### src/rtl/gcd_pkg.sv
// Shared types for the GCD scheduler: FSM state encoding and default operand width.
package gcd_pkg;

    typedef enum logic [2:0] {
        IDLE,
        LAUNCH,
        SETTLE,
        WAIT,
        DONE
    } state_e;

    localparam int unsigned DefaultWidth = 8;

endpackage

### src/rtl/gcd_scheduler_if.sv
// Requester bus plus GCD core port, as seen by the scheduler (slave) and its environment (master).
interface gcd_scheduler_if
    import gcd_pkg::*;
#(
    parameter int unsigned N = 4,
    parameter int unsigned W = DefaultWidth
) ();

    logic [N-1:0]   req;
    logic [N*W-1:0] a;
    logic [N*W-1:0] b;
    logic [N-1:0]   ack;
    logic [N-1:0]   done;
    logic [W-1:0]   res;
    logic           busy;
    logic           core_start;
    logic [W-1:0]   core_a;
    logic [W-1:0]   core_b;
    logic           core_ready;
    logic [W-1:0]   core_out;

    modport slave (
        input  req, a, b, core_ready, core_out,
        output ack, done, res, busy, core_start, core_a, core_b
    );

    modport master (
        output req, a, b, core_ready, core_out,
        input  ack, done, res, busy, core_start, core_a, core_b
    );

endinterface

### src/rtl/rr_arbiter.sv
// Combinational round-robin arbiter: rotate requests so pointer+1 lands at bit 0, then
// priority-encode the lowest set bit and map it back to a requester id.
module rr_arbiter #(
    parameter  int unsigned N  = 4,
    localparam int unsigned IW = $clog2(N)
) (
    input  logic [N-1:0]  req,
    input  logic [IW-1:0] pointer,
    output logic          grant_valid,
    output logic [IW-1:0] grant_id
);

    logic [2*N-1:0] dbl;
    logic [N-1:0]   rot;
    int unsigned    start;

    always_comb begin
        start       = (32'(pointer) + 32'd1) % N;
        dbl         = {req, req};
        rot         = N'(dbl >> start);
        grant_valid = |rot;
        grant_id    = '0;
        // Descending scan so the lowest rotated index wins.
        for (int i = N - 1; i >= 0; i--) begin
            if (rot[i]) begin
                grant_id = IW'((start + 32'(i)) % N);
            end
        end
    end

endmodule

### src/rtl/gcd_scheduler.sv
// Shares one subtractive GCD core between N requesters, one request at a time, in
// round-robin order. Zero operands bypass the core since it never terminates on them.
module gcd_scheduler
    import gcd_pkg::*;
#(
    parameter int unsigned N = 4,
    parameter int unsigned W = DefaultWidth
) (
    input  logic            clk,
    input  logic            nrst,
    gcd_scheduler_if.slave  bus
);

    localparam int unsigned IW = $clog2(N);

    state_e        state_q, state_d;
    logic [IW-1:0] ptr_q, ptr_d;
    logic [IW-1:0] id_q, id_d;
    logic [W-1:0]  opa_q, opa_d;
    logic [W-1:0]  opb_q, opb_d;
    logic [W-1:0]  result_q, result_d;
    logic [N-1:0]  ack_q, ack_d;
    logic [N-1:0]  done_q, done_d;
    logic [W-1:0]  res_q, res_d;

    logic          grant_valid;
    logic [IW-1:0] grant_id;
    logic [N-1:0]  grant_oh;
    logic [N-1:0]  id_oh;
    logic [W-1:0]  sel_a, sel_b;

    rr_arbiter #(
        .N (N)
    ) u_arb (
        .req         (bus.req),
        .pointer     (ptr_q),
        .grant_valid (grant_valid),
        .grant_id    (grant_id)
    );

    always_comb begin
        sel_a    = '0;
        sel_b    = '0;
        grant_oh = '0;
        id_oh    = '0;
        for (int i = 0; i < N; i++) begin
            if (grant_id == IW'(i)) begin
                sel_a       = bus.a[i*W +: W];
                sel_b       = bus.b[i*W +: W];
                grant_oh[i] = 1'b1;
            end
            if (id_q == IW'(i)) begin
                id_oh[i] = 1'b1;
            end
        end
    end

    always_comb begin
        state_d  = state_q;
        ptr_d    = ptr_q;
        id_d     = id_q;
        opa_d    = opa_q;
        opb_d    = opb_q;
        result_d = result_q;
        ack_d    = '0;
        done_d   = '0;
        res_d    = '0;
        unique case (state_q)
            IDLE: begin
                if (grant_valid && bus.core_ready) begin
                    opa_d = sel_a;
                    opb_d = sel_b;
                    id_d  = grant_id;
                    ack_d = grant_oh;
                    if (sel_a != '0 && sel_b != '0) begin
                        state_d = LAUNCH;
                    end else begin
                        // gcd(x,0)=x, gcd(0,y)=y, gcd(0,0)=0
                        result_d = sel_a | sel_b;
                        state_d  = DONE;
                    end
                end
            end
            LAUNCH: state_d = SETTLE;
            // Core still shows the previous ready for one cycle after the start edge.
            SETTLE: state_d = WAIT;
            WAIT: begin
                if (bus.core_ready) begin
                    result_d = bus.core_out;
                    state_d  = DONE;
                end
            end
            DONE: begin
                done_d  = id_oh;
                res_d   = result_q;
                ptr_d   = id_q;
                state_d = IDLE;
            end
            default: state_d = IDLE;
        endcase
    end

    always_ff @(posedge clk or negedge nrst) begin
        if (!nrst) begin
            state_q  <= IDLE;
            ptr_q    <= IW'(N - 1);
            id_q     <= '0;
            opa_q    <= '0;
            opb_q    <= '0;
            result_q <= '0;
            ack_q    <= '0;
            done_q   <= '0;
            res_q    <= '0;
        end else begin
            state_q  <= state_d;
            ptr_q    <= ptr_d;
            id_q     <= id_d;
            opa_q    <= opa_d;
            opb_q    <= opb_d;
            result_q <= result_d;
            ack_q    <= ack_d;
            done_q   <= done_d;
            res_q    <= res_d;
        end
    end

    assign bus.ack        = ack_q;
    assign bus.done       = done_q;
    assign bus.res        = res_q;
    assign bus.busy       = (state_q != IDLE);
    assign bus.core_start = (state_q == LAUNCH);
    assign bus.core_a     = opa_q;
    assign bus.core_b     = opb_q;

endmodule

### src/flat_wrapper.sv
// flat-port wrapper written by rule: the top's interface ports become plain ports
module gcd_scheduler_flat import gcd_pkg::*;
#(
    parameter int unsigned N = 4,
    parameter int unsigned W = DefaultWidth
)
  (clk, nrst, bus_req, bus_a, bus_b, bus_core_ready, bus_core_out, bus_ack, bus_done, bus_res, bus_busy, bus_core_start, bus_core_a, bus_core_b);
  gcd_scheduler_if #(.N(N), .W(W)) bus_i ();
  input  logic clk;
  input  logic nrst;
  input wire logic [$bits(bus_i.req)-1:0] bus_req;
  input wire logic [$bits(bus_i.a)-1:0] bus_a;
  input wire logic [$bits(bus_i.b)-1:0] bus_b;
  input wire logic [$bits(bus_i.core_ready)-1:0] bus_core_ready;
  input wire logic [$bits(bus_i.core_out)-1:0] bus_core_out;
  output wire logic [$bits(bus_i.ack)-1:0] bus_ack;
  output wire logic [$bits(bus_i.done)-1:0] bus_done;
  output wire logic [$bits(bus_i.res)-1:0] bus_res;
  output wire logic [$bits(bus_i.busy)-1:0] bus_busy;
  output wire logic [$bits(bus_i.core_start)-1:0] bus_core_start;
  output wire logic [$bits(bus_i.core_a)-1:0] bus_core_a;
  output wire logic [$bits(bus_i.core_b)-1:0] bus_core_b;
  assign bus_i.req = bus_req;
  assign bus_i.a = bus_a;
  assign bus_i.b = bus_b;
  assign bus_i.core_ready = bus_core_ready;
  assign bus_i.core_out = bus_core_out;
  assign bus_ack = bus_i.ack;
  assign bus_done = bus_i.done;
  assign bus_res = bus_i.res;
  assign bus_busy = bus_i.busy;
  assign bus_core_start = bus_i.core_start;
  assign bus_core_a = bus_i.core_a;
  assign bus_core_b = bus_i.core_b;
  gcd_scheduler #(.N(N), .W(W)) u_core (.clk(clk), .nrst(nrst), .bus(bus_i));
endmodule
### config.mk
export PLATFORM = sky130hd
export DESIGN_NAME = gcd_scheduler_flat
export DESIGN_NICKNAME = d
export VERILOG_FILES = /design/src/rtl/gcd_pkg.sv /design/src/rtl/gcd_scheduler_if.sv /design/src/rtl/rr_arbiter.sv /design/src/rtl/gcd_scheduler.sv /design/src/flat_wrapper.sv
export SDC_FILE = /design/constraint.sdc
export NUM_CORES = 1
export LEC_CHECK = 0
export ABC_AREA = 1
export BUFFER_PORTS_ARGS = -buffer_cell sky130_fd_sc_hd__buf_2
export CORE_ASPECT_RATIO = 1.75
export CORE_MARGIN = 4
export CORE_UTILIZATION = 46
export CTS_CLUSTER_DIAMETER = 200
export CTS_CLUSTER_SIZE = 40
export DETAILED_ROUTE_END_ITERATION = 12
export PLACE_DENSITY = 0.77
export SLEW_MARGIN = 20
export SYNTH_ARGS = -nofsm -noshare
export SYNTH_HDL_FRONTEND = slang
export SYNTH_SLANG_ARGS = --single-unit
### constraint.sdc
create_clock -name clk -period 3.34 [get_ports clk]
set_input_delay 0.334 -clock clk [delete_from_list [all_inputs] [get_ports clk]]
set_output_delay 0.334 -clock clk [all_outputs]
set_load 0.005 [all_outputs]
==> flow_summary.json <==
{
  "reg2reg_from": "u_core.ptr_q[0]$_DFFE_PN1N_",
  "ioPinCount": 113,
  "powerDensity_nw_per_um2": 1250,
  "cts.root.buffer_cell": "clkbuf_8",
  "dieArea_um2": 7450,
  "wl_um": 7490,
  "yosysWarningCount": 0,
  "start_util_pct": 47.6,
  "period_needed_ns": 2.95,
  "place_congestion": 0.840,
  "rsz0062_at_grt": "no",
  "cts_setup_buffers": 0,
  "setup_viol_count_final": 0,
  "ys_seq_area_share_pct": 42.1,
  "hpwl_um": 6060,
  "core-area_um2": 5880,
  "final_nets": 580,
  "cts-resized-gates": 0,
  "drt_pass1_iterations": 4,
  "whs_ns": 0.0215,
  "ys_ff_latch": 47,
  "criticalPathCategory": "reg2reg",
  "grt_pass1_wl_um": 12200,
  "overflow": 0,
  "peakVddDrop_v": 0.000884,
  "crit_path_end_kind": "flip-flop",
  "die_y_um": 111,
  "wire_per_inst_um": 12.9,
  "clk_path_buf_depth": 2,
  "finalSetupTns_ns": 0,
  "cp_data_arrival_time_ns": 3.14,
  "cap_violations": 0,
  "cts.hold.buffers_added": 0,
  "grt_max_degree": 48,
  "setup_ws_ns": 0.394,
  "synthArstFlopShare_pct": 100,
  "die_w_um": 67.0,
  "drc_errors": 0,
  "drtAntennaViolNets": 0,
  "worst-r2r-setup-slack_ns": 0.39,
  "cts.htree.levels": 2,
  "timing.slew.headroom_pct": 60.7,
  "hold_viol": 0,
  "synth_top_area_share_pct": 40.2,
  "pre_cts_ws_ns": 0.426,
  "post-route-period-util_pct": 88.2,
  "tritoncts": "yes",
  "p_leak_nw": 2.05,
  "fmax_ghz": 0.339,
  "clk_pin_slew_ns": 0.08,
  "cts_made_buffers": 5,
  "vias_per_cell": 4.91,
  "clock_latency_ns": 0.30,
  "critPathMaxFanout": 20,
  "drt_iter0_drc": 108,
  "drive_above_1_share_pct": 32.9,
  "syn_area_per_cell_um2": 7.14,
  "antenna_found_initial": 0,
  "vias": 2847,
  "num_rows": 37,
  "syn_area_um2": 2800,
  "postSynthCellCount": 392,
  "synth_edf_count": 0,
  "synth_cell_types": 28,
  "critPathRequiredTime_ns": 3.54,
  "hold_class": "in2async",
  "yosysMostFrequentCell": "nand2_1",
  "area_growth_pct": 26.0,
  "synth.area.top_cells": "dfrtp_1 40%, nand2_1 16%, nand3_1 8.9%",
  "synth_top_area_cell": "dfrtp_1",
  "finClkSkew_ns": 0.00284,
  "grt_use_total_pct": 20.9,
  "start_kind": "flip-flop",
  "reg2regPathDepth": 21,
  "status": "complete, no violations",
  "grt_pass1_vias": 2732,
  "slew_violations": 0,
  "synth_nets": 471,
  "rr_endpoint": "u_core.result_q[0]$_DFFE_PN0P_",
  "worst-slew-pin-transition_ns": 0.590,
  "antenna-diode-count": 0,
  "placement.io_buffers": 112,
  "ys.flop_type": "dfrtp_1",
  "clock-sinks": 47,
  "synth_common_cells": "122 x nand2_1, 50 x nand3_1, 45 x dfrtp_1"
}
[layout make-up]
cell class | count | area (um^2)
inverter | 44 | 170
clock inverter | 3 | 67.6
clock buffer | 5 | 68.8
multi-input combinational | 289 | 1370
sequential | 47 | 1180
tap | 78 | 97.6
fill | 595 | 2350
timing repair buffer | 114 | 578
[cells by family after synthesis]
logic type | synth area share [%]
buffers and inverters | 9.12
DFF | 42.1
and+or+nand+nor | 43.0
AOI/OAI and AO/OA | 5.72
[state kept, by name (all words and copies together), names as in the netlist]
name and cells:
u_core.ptr_q 2, u_core.result_q 8, u_core.bus.core_b 8, u_core.bus.res 8, u_core.id_q 2, u_core.state_q 3, u_core.bus.ack 4, u_core.bus.core_a 8
u_core.bus.done 4
[stage by stage]
step	instance area, um^2	total power [W]	std cells	utilization [%]
2_1_floorplan	2800	0.00334	392	-
5_1_grt	3530	0.00485	580	60.0
3_5_place_dp	3390	0.00392	572	57.6
3_3_place_gp	3390	0.00385	572	57.6
4_1_cts	3520	0.00442	580	59.9
6_report	3530	0.00441	580	60.0
[worst max-delay path by stage]
stage                                start                        endpoint
6_report       u_core.ptr_q[0]$_DFFE_PN1N_  u_core.result_q[0]$_DFFE_PN0P_
4_1_cts        u_core.ptr_q[0]$_DFFE_PN1N_  u_core.result_q[0]$_DFFE_PN0P_
3_3_place_gp   u_core.ptr_q[0]$_DFFE_PN1N_  u_core.result_q[5]$_DFFE_PN0P_
2_1_floorplan  u_core.ptr_q[0]$_DFFE_PN1N_  u_core.result_q[7]$_DFFE_PN0P_
3_5_place_dp   u_core.ptr_q[0]$_DFFE_PN1N_  u_core.result_q[0]$_DFFE_PN0P_
5_1_grt        u_core.ptr_q[0]$_DFFE_PN1N_  u_core.result_q[5]$_DFFE_PN0P_
[critical path, cell delays in order, from the launching register on]
cell,delay [ns]
dfstp_2,0.66
inv_6,0.08
nand2_2,0.08
nand2_4,0.08
nand2_1,0.09
nand2_2,0.09
inv_1,0.06
nand2_1,0.05
nand2_1,0.09
nand2_4,0.14
inv_2,0.33
nor2_4,0.10
nand2_1,0.08
nand3_1,0.10
nor2_2,0.16
nand2_1,0.06
nor2_1,0.11
nand2_2,0.09
nand3_4,0.12
nand2_4,0.10
nand2_1,0.09
nand2_1,0.05
[routing by layer]
metal | global-route usage (%) | wire, um | part of all wire [%]
met1 | 23.9 | 2870 | 38
met2 | 36.3 | 4040 | 54
met3 | 2.94 | 392 | 5.2
met4 | 10.4 | 192 | 2.6
met5 | 0 | 0 | 0
[cell usage in the layout (no fill, tap or decap)]
cell	n
a21o_1	1
a21oi_1	2
a21oi_2	2
a31oi_1	2
buf_2	111
buf_4	3
bufinv_16	2
clkbuf_8	5
clkinv_1	1
clkinvlp_4	1
dfrtp_1	45
dfstp_2	2
inv_1	39
inv_2	3
inv_6	1
nand2_1	122
nand2_2	10
nand2_4	6
nand3_1	50
nand3_2	2
nand3_4	1
nand3b_1	1
nand4_1	3
nor2_1	42
nor2_2	14
nor2_4	2
nor3_1	7
o21ai_0	21
o31ai_1	1
[power by group]
part	internal, W	switching (W)
Sequential	0.000777	0.000143
Clock	0.000298	0.000192
Combinational	0.000953	0.00205
Total	0.00203	0.00239
Power figures use the tool's default switching activity.
